===== src/rtl/board_engine.sv =====
// 4x4 sliding-tile board: holds exponent codes, executes moves a line per cycle,
// spawns tiles from a free-running LFSR and serves combinational tile reads.
// state | meaning
// INIT  | post-reset, arms the two opening spawns
// IDLE  | accepts cell loads and moves
// LINE  | slide/merge one line per cycle, 4 lines
// SPAWN | scan from lfsr-chosen cell for an empty one
// CHECK | evaluate game-over, then back to IDLE
module board_engine #(
  parameter logic [15:0] LFSR_SEED      = 16'hACE1,
  parameter logic [3:0]  WIN_CODE       = 4'd11,
  parameter logic [3:0]  FOUR_PROB_MASK = 4'hF
) (
  input  logic        clk,
  input  logic        rst,
  input  logic        move_valid,
  input  logic [1:0]  move_dir,
  input  logic        load_en,
  input  logic [3:0]  load_id,
  input  logic [3:0]  load_code,
  input  logic [3:0]  BlockID,
  output logic [3:0]  BlockType,
  output logic        busy,
  output logic [15:0] score,
  output logic        win,
  output logic        game_over
);

  typedef enum logic [2:0] {INIT, IDLE, LINE, SPAWN, CHECK} state_t;

  state_t      state_q, state_d;
  logic [3:0]  board_q [16];
  logic [3:0]  board_d [16];
  logic [15:0] lfsr_q, lfsr_d;
  logic [15:0] score_q, score_d;
  logic        win_q, win_d;
  logic        game_over_q, game_over_d;
  logic [1:0]  dir_q, dir_d;
  logic [1:0]  line_q, line_d;
  logic [3:0]  ptr_q, ptr_d;
  logic [3:0]  scan_q, scan_d;
  logic        changed_q, changed_d;
  logic        init_more_q, init_more_d;

  logic [3:0]  ids [4];
  logic [3:0]  a [4];
  logic [3:0]  c [5];
  logic [3:0]  o [4];
  logic [2:0]  nc, no;
  logic        skip;
  logic [3:0]  res;
  logic [16:0] sum;
  logic [15:0] sc;
  logic        line_win, line_diff;
  logic        full, adj_eq;
  logic [3:0]  spawn_code;

  // Cell id of element k of a line, k = 0 sitting at the destination edge.
  function automatic logic [3:0] cell_id(input logic [1:0] dir, input logic [1:0] line,
                                         input logic [1:0] k);
    logic [1:0] rk;
    rk = 2'd3 - k;
    case (dir)
      2'd0:    cell_id = {rk, line};
      2'd1:    cell_id = {k, line};
      2'd2:    cell_id = {line, k};
      default: cell_id = {line, rk};
    endcase
  endfunction

  always_comb begin
    for (int k = 0; k < 4; k++) begin
      ids[k] = cell_id(dir_q, line_q, 2'(k));
      a[k]   = board_q[ids[k]];
    end
    for (int k = 0; k < 5; k++) c[k] = '0;
    nc = '0;
    for (int k = 0; k < 4; k++) begin
      if (a[k] != 4'd0) begin
        c[nc[1:0]] = a[k];
        nc = nc + 3'd1;
      end
    end
    for (int k = 0; k < 4; k++) o[k] = '0;
    no = '0;
    skip = 1'b0;
    res = '0;
    sum = '0;
    sc = score_q;
    line_win = 1'b0;
    for (int k = 0; k < 4; k++) begin
      if (skip) begin
        skip = 1'b0;
      end else if (c[k] != 4'd0 && c[k] == c[k+1]) begin
        res = (c[k] == 4'hF) ? 4'hF : c[k] + 4'd1;
        o[no[1:0]] = res;
        no = no + 3'd1;
        skip = 1'b1;
        sum = {1'b0, sc} + (17'd1 << res);
        sc = sum[16] ? 16'hFFFF : sum[15:0];
        if (res >= WIN_CODE) line_win = 1'b1;
      end else begin
        o[no[1:0]] = c[k];
        no = no + 3'd1;
      end
    end
    line_diff = 1'b0;
    for (int k = 0; k < 4; k++) begin
      if (o[k] != a[k]) line_diff = 1'b1;
    end
  end

  always_comb begin
    full = 1'b1;
    adj_eq = 1'b0;
    for (int i = 0; i < 16; i++) begin
      if (board_q[i] == 4'd0) full = 1'b0;
    end
    for (int r = 0; r < 4; r++) begin
      for (int col = 0; col < 3; col++) begin
        if (board_q[4*r+col] == board_q[4*r+col+1]) adj_eq = 1'b1;
      end
    end
    for (int i = 0; i < 12; i++) begin
      if (board_q[i] == board_q[i+4]) adj_eq = 1'b1;
    end
  end

  assign spawn_code = ((lfsr_q[7:4] & FOUR_PROB_MASK) == 4'd0) ? 4'd2 : 4'd1;

  always_comb begin
    state_d     = state_q;
    board_d     = board_q;
    lfsr_d      = {lfsr_q[14:0], lfsr_q[15] ^ lfsr_q[13] ^ lfsr_q[12] ^ lfsr_q[10]};
    score_d     = score_q;
    win_d       = win_q;
    game_over_d = game_over_q;
    dir_d       = dir_q;
    line_d      = line_q;
    ptr_d       = ptr_q;
    scan_d      = scan_q;
    changed_d   = changed_q;
    init_more_d = init_more_q;
    case (state_q)
      INIT: begin
        ptr_d       = lfsr_q[3:0];
        scan_d      = '0;
        init_more_d = 1'b1;
        state_d     = SPAWN;
      end
      IDLE: begin
        if (load_en) begin
          board_d[load_id] = load_code;
        end else if (move_valid && !game_over_q) begin
          dir_d     = move_dir;
          changed_d = 1'b0;
          line_d    = '0;
          state_d   = LINE;
        end
      end
      LINE: begin
        for (int k = 0; k < 4; k++) board_d[ids[k]] = o[k];
        score_d = sc;
        if (line_win) win_d = 1'b1;
        if (line_diff) changed_d = 1'b1;
        line_d = line_q + 2'd1;
        if (line_q == 2'd3) begin
          if (changed_q || line_diff) begin
            ptr_d       = lfsr_q[3:0];
            scan_d      = '0;
            init_more_d = 1'b0;
            state_d     = SPAWN;
          end else begin
            state_d = CHECK;
          end
        end
      end
      SPAWN: begin
        if (board_q[ptr_q] == 4'd0) begin
          board_d[ptr_q] = spawn_code;
          if (init_more_q) begin
            init_more_d = 1'b0;
            ptr_d       = lfsr_q[3:0];
            scan_d      = '0;
          end else begin
            state_d = CHECK;
          end
        end else begin
          ptr_d  = ptr_q + 4'd1;
          scan_d = scan_q + 4'd1;
          // A full board cannot occur here in practice; bail out rather than spin.
          if (scan_q == 4'd15) state_d = CHECK;
        end
      end
      CHECK: begin
        if (full && !adj_eq) game_over_d = 1'b1;
        state_d = IDLE;
      end
      default: state_d = IDLE;
    endcase
  end

  always_ff @(posedge clk or negedge rst) begin
    if (!rst) begin
      state_q     <= INIT;
      for (int i = 0; i < 16; i++) board_q[i] <= '0;
      lfsr_q      <= LFSR_SEED;
      score_q     <= '0;
      win_q       <= 1'b0;
      game_over_q <= 1'b0;
      dir_q       <= '0;
      line_q      <= '0;
      ptr_q       <= '0;
      scan_q      <= '0;
      changed_q   <= 1'b0;
      init_more_q <= 1'b0;
    end else begin
      state_q     <= state_d;
      board_q     <= board_d;
      lfsr_q      <= lfsr_d;
      score_q     <= score_d;
      win_q       <= win_d;
      game_over_q <= game_over_d;
      dir_q       <= dir_d;
      line_q      <= line_d;
      ptr_q       <= ptr_d;
      scan_q      <= scan_d;
      changed_q   <= changed_d;
      init_more_q <= init_more_d;
    end
  end

  assign BlockType = board_q[BlockID];
  assign busy      = (state_q != IDLE);
  assign score     = score_q;
  assign win       = win_q;
  assign game_over = game_over_q;

endmodule


===== config.mk =====
export PLATFORM = sky130hd
export DESIGN_NAME = board_engine
export DESIGN_NICKNAME = d
export VERILOG_FILES = /design/src/rtl/board_engine.sv
export SDC_FILE = /design/constraint.sdc
export NUM_CORES = 1
export LEC_CHECK = 0
export BUFFER_PORTS_ARGS = -buffer_cell sky130_fd_sc_hd__buf_4
export CAP_MARGIN = 20
export CORE_ASPECT_RATIO = 0.75
export CORE_MARGIN = 4
export CORE_UTILIZATION = 35
export CTS_CLUSTER_SIZE = 28
export DETAILED_ROUTE_END_ITERATION = 7
export GPL_TIMING_DRIVEN = 0
export SYNTH_ARGS = -nofsm -noshare
export SYNTH_HDL_FRONTEND = slang
export SYNTH_SLANG_ARGS = --single-unit

===== constraint.sdc =====
create_clock -name clk -period 15.1 [get_ports clk]
set_clock_uncertainty 0.15 [all_clocks]
set_input_delay 2.265 -clock clk [delete_from_list [all_inputs] [get_ports clk]]
set_output_delay 2.265 -clock clk [all_outputs]
set_load 0.005 [all_outputs]

# Word level (Yosys, flattened, before mapping)
# Index checks and enable logic that the tools add are counted.
# word_totals
reg_bits,115
# op_classes
eq_ne,55
n_reduce_logical,60
add_sub_neg,14
shift,4
order_cmp,27
bitwise,16
mux,181
# ops
op,n
bitwise mux 64 bit,6
2-to-1 mux 16 bit,15
one-hot mux 64 bit (3 select lines),1
2-to-1 mux 4 bit,37
2-to-1 mux 64 bit,2
== test 4 bit,28
binary-select mux 4 bit (select 4 bit),6
demux 4 bit (select 4 bit),6
zero test 4 bit,18
one-hot mux 4 bit (3 select lines),6
adder 16 x 17 -> 17 bit,4
<< shifter 1 x 4 -> 17 bit (first input constant),4
2-to-1 mux 1 bit,67
bitwise mux 16 bit,4
bitwise mux 20 bit,3
2-to-1 mux 20 bit,3
demux 4 bit (select 3 bit),3
greater-or-equal comparator 5 bit (second input constant),7
inverter 4 -> 5 bit,7
nonzero test 4 bit,8
< comparator 5 x 1 -> 1 bit (second input constant),6
adder 4 x 1 -> 4 bit (second input constant),6
2-to-1 mux 12 bit,2
2-to-1 mux 3 bit,7
36 further kinds,101

# Depth between registers and ports, before layout
# depth
ltp_word,43
mapped_depth,81
mapped_depth_nobuf,72

# Worst setup path before layout
# Ideal clock, no wire load.
# synth_path
path_kind,register -> register
startpoint,register line_q[0]
endpoint,register score_q[12] (netlist: score[12])
arrival_ns,13.966
setup_slack_ns,0.861
stages_incl_launch_ff,80
path_buffers,8
period_less_slack_ns,14.239
setup_ns,0.123
path_cell_list,dfrtp_1 > buf_6 > buf_8 > buf_8 > buf_8 > mux2_1 > a22o_1 > a31oi_1 > nor3_2 > or2_1 > nor2_2 > ha_1 > clkbuf_1 > nor3_1 > o21ai_1 > mux2_2 > inv_1 > ha_1 > [44 not listed] > nor2b_1 > o21ai_0 > a21boi_0 > o21ai_0 > a21boi_0 > o21ai_0 > a21boi_0 > o21ai_0 > a21boi_0 > o21ai_0 > a21boi_0 > o21ai_0 > a21boi_0 > o21a_1 > nor3_1 > clkbuf_1 > o211ai_1 > o221a_2
# synth_between
elab_chain_len,36
elab_cells_between_ends,102
classes_between,add/sub (10); order compare (6); eq/ne (8); shift (4); mux (52); bitwise (7); reduce/logical (15)
# synth_rtl
element,line,source
start: declaration,39,"logic [1:0] line_q, line_d;"
start signal: assignment,225,line_q <= line_d;
one-hot mux 4 bit (3 select lines),63,case (dir)
inverter 4 -> 5 bit (not written as such),74,a[k] = board_q[ids[k]];
binary-select mux 4 bit (select 4 bit),74,
2-to-1 mux 4 bit (not written as such) (2 in series),74,
nonzero test 4 bit,79,if (a[k] != 4'd0) begin
2-to-1 mux 1 bit,79,
adder 1 x 1 -> 2 bit or inverter 2 -> 3 bit (tied branches),"81, 80",
2-to-1 mux 2 bit (tied with other cells),79,
[19 not listed],n/a,
adder 16 x 17 -> 17 bit,99,"sum = {1'b0, sc} + (17'd1 << res);"
2-to-1 mux 16 bit,100,sc = sum[16] ? 16'hFFFF : sum[15:0];
2-to-1 mux 16 bit,94,end else if (c[k] != 4'd0 && c[k] == c[k+1]) begin
2-to-1 mux 16 bit,92,if (skip) begin
adder 16 x 17 -> 17 bit,99,
2-to-1 mux 16 bit,100,
2-to-1 mux 16 bit,94,
2-to-1 mux 16 bit *,92,
end signal: assignment,221,score_q <= score_d;
end: declaration,35,"logic [15:0] score_q, score_d;"
# Mark *: on every way between the ends. The rest lies on a longest branch, timed or not. The select of a mux whose other input is x is not followed.
# A chain may end at the register's enable or synchronous reset.

# Worst setup path in the final report
# layout_path
startpoint,register line_q[1]
endpoint,register score_q[14] (netlist: score[14])
# The elaborated chain is that of the path after synthesis.

==> results by group <==
Status
  – Status: completed

Clocking
  – CTS tree: built
  – H-Tree Depth: 4
  – CTS root buf: clkbuf_16
  – Max Root-Sink Buffers: 2
  – CTS Sinks: 115
  – Skew-Pair Late Insertion Delay: ~0.46 ns
  – Num CTS Buffers: 17
  – CTS clock-pin slew for the worst setup and hold paths: approximately 0.07 ns

Flow run
  – Max-cap violation count: 0

Global route
  – Vias in the first global route: roughly 20000
  – Largest net degree at the start of global routing: 66
  – Grt ovf: 0
  – First-pass GRT wire length: 144600 um
  – GRT Total Usage: 0.3684
  – Initial antenna violation count: 3

Synthesis
  – Synth Register Bits: 115
  – Post-synth top area cell: dfrtp_1
  – Top FF cell, synth: dfrtp_1
  – Leading post-synthesis cells by cell area: dfrtp_1 15%, xnor2_1 6.1%, nor2_1 5.3%
  – Yosys cell types: approximately 120
  – Fraction of registers with async set or reset after synthesis: 1.000
  – Synth warnings: 0
  – Synth Net Count: between 2000 and 2500
  – Synthesized area: roughly 0.017 mm2
  – Post-synth EDFFs: 0
  – Avg Inst Size Synth: between 7 and 8 um2
  – Gate Count Post-Synth: about 2300
  – Sequential fraction of the synthesis area: 0.1657
  – Top-area cell type share of the netlist area: 0.1536

Drt
  – Vias per cell: 6.825
  – WL/cell: about 33 um
  – Drt first pass iters: 6
  – 1st-iter DRT viols: roughly 3400
  – Post-Route WL: 102500 um
  – Routed vias: 21080
  – # DRC: 0
  – Final ANT Viol Nets: 0

STA
  – Fin crit period: about 14 ns
  – Fmax: 69.11 MHz
  – Pins Over Slew Limit: 0
  – Fin Hold WS: 0.2018 ns
  – Worst Tran Pin Value: between 1 and 1.5 ns
  – Slew headroom: 0.1279
  – Total Neg Setup Slack: 0 ns
  – Final Setup Violations: 0
  – Period utilization: 0.9583
  – Hold Fails Final Rpt: 0

Die
  – Core area: 0.04896 mm2
  – Initial core utilization: 0.3560
  – Die width: around 270 um
  – # rows: 70
  – DIE AREA: about 0.053 mm2
  – Die height: between 200 and 250 um
  – I/O Pins: 41

Setup path
  – Crit path largest cell delay: a little under 0.5 ns
  – CP max FO: 10
  – WS Path Type: flip-flop to flip-flop
  – CP Capture Type: flip-flop
  – Worst Path Required: about 15 ns
  – Worst R2R Path Depth: 73
  – Reg-to-reg critical path endpoint: score[14]
  – Crit path DAT: roughly 15 ns
  – Master of the slowest instance on the critical path: o41ai_4
  – R2r setup slk: 0.63 ns
  – Reg2Reg Launch Point: line_q[1]
  – Worst setup startpoint: line_q[1]
  – Worst Setup Start Kind: flip-flop
  – CP most frequent cell: a21oi_2

Min path
  – Worst hold start: lfsr_q[14]
  – Hold Path Class: flip-flop to flip-flop
  – Worst Hold Path EP: lfsr_q[15]
  – Hold Path Stages: 0

Place
  – Final GP Congestion: ~1.0
  – PortBufs: 38
  – Post-DP HPWL: 77530 um

Cells and area
  – Final Net Count: 2513
  – Highest-count cells in the layout ignoring fill and taps: 239 x nor2_1, 225 x nand2_1, 163 x a21oi_1
  – Area added between synthesis and finish: 14.39%
  – Layout cell share with drive strength beyond 1: 0.1517
  – Commonest non-fill, non-tap cell in the layout: nor2_1
  – Core Util, Final: 0.4073
## worst max-delay path: cells and delay by family (launching register included)
family	cells	cell delay [ns]
compound gates	47	8.03
fa+ha+maj	7	1.92
buf+inv	6	1.15
flops	1	0.44
mux	2	0.71
simple gates	11	1.91
## final cells by class
type / count / area [um2]
repair buffers: 70 / 591.8
well taps: 648 / 810.8
fillers: 5114 / 29020
inverters: 67 / 255.2
diodes: 1 / 2.502
clock buffers: 17 / 425.4
flip-flops and latches: 115 / 2892
multi-input cells: 1964 / 13750
clock inverters: 15 / 187.7
plain buffers: 191 / 1030
## Yosys cell counts, types with 27 or more instances
cell and n:
nor2b_1 37, ha_1 66, o22ai_1 53, nor2_1 244, mux2i_1 70, o211ai_1 29, nand4_1 30, clkbuf_1 137
a211oi_1 43, nand3_1 60, xor2_1 28, o21ai_0 167, xnor2_1 121, a21oi_1 179, nor3_1 27, nand2_1 228
dfrtp_1 107, a22o_1 30, inv_1 60, a31oi_1 35
## per-stage QoR
stage / setup slack [ns] / area, um2 / instances
floorplan: 0.8611 / 17430 / 2349
global route: -0.03327 / 19940 / 3087
CTS: 0.01020 / 19630 / 3073
detailed placement: -3.173 / 18650 / 3045
finish: 0.6303 / 19940 / 3088
global placement: -3.098 / 18530 / 3035
## logic make-up after synthesis
| kind of cell | after synthesis | synth area share |
|---|---|---|
| buffers and inverters | 270 | 0.07013 |
| adder cells (fa/ha/maj) | 70 | 0.05139 |
| flip-flops | 115 | 0.1657 |
| AO/OA/AOI/OAI | 834 | 0.3278 |
| AND/OR/NAND/NOR | 785 | 0.2172 |
| multiplexers | 126 | 0.09295 |
| XOR/XNOR | 149 | 0.07486 |
## per-layer routing
| metal | GRT usage | vias to the layer above | wire length [um] |
|---|---|---|---|
| met5 | 0 | - | 12 |
| met4 | 0.1523 | 2 | 5042 |
| met3 | 0.1121 | 333 | 12460 |
| met2 | 0.5464 | 1543 | 42960 |
| met1 | 0.4981 | 10280 | 42050 |
| li1 | - | 8922 | - |
## worst max path at each step
stage                     end  slack [ns]
floorplan           score[12]        0.86
global placement    score[12]       -3.10
detailed placement  score[14]       -3.17
CTS                 score[14]        0.01
global route        score[14]       -0.03
finish              score[14]        0.63
## timing repair
action / 4_1_cts / 5_1_grt
hold buffers: 0 / 0
setup buffers: 7 / 11
pin swaps: 9 / 25
hold endpoints to repair: 0 / 0
endpoints found under the setup margin: 16 / 16
resized for setup: 94 / 66
Power is not shown: default switching activity piles up to over one toggle a cycle in this logic, so the estimate is an artifact.
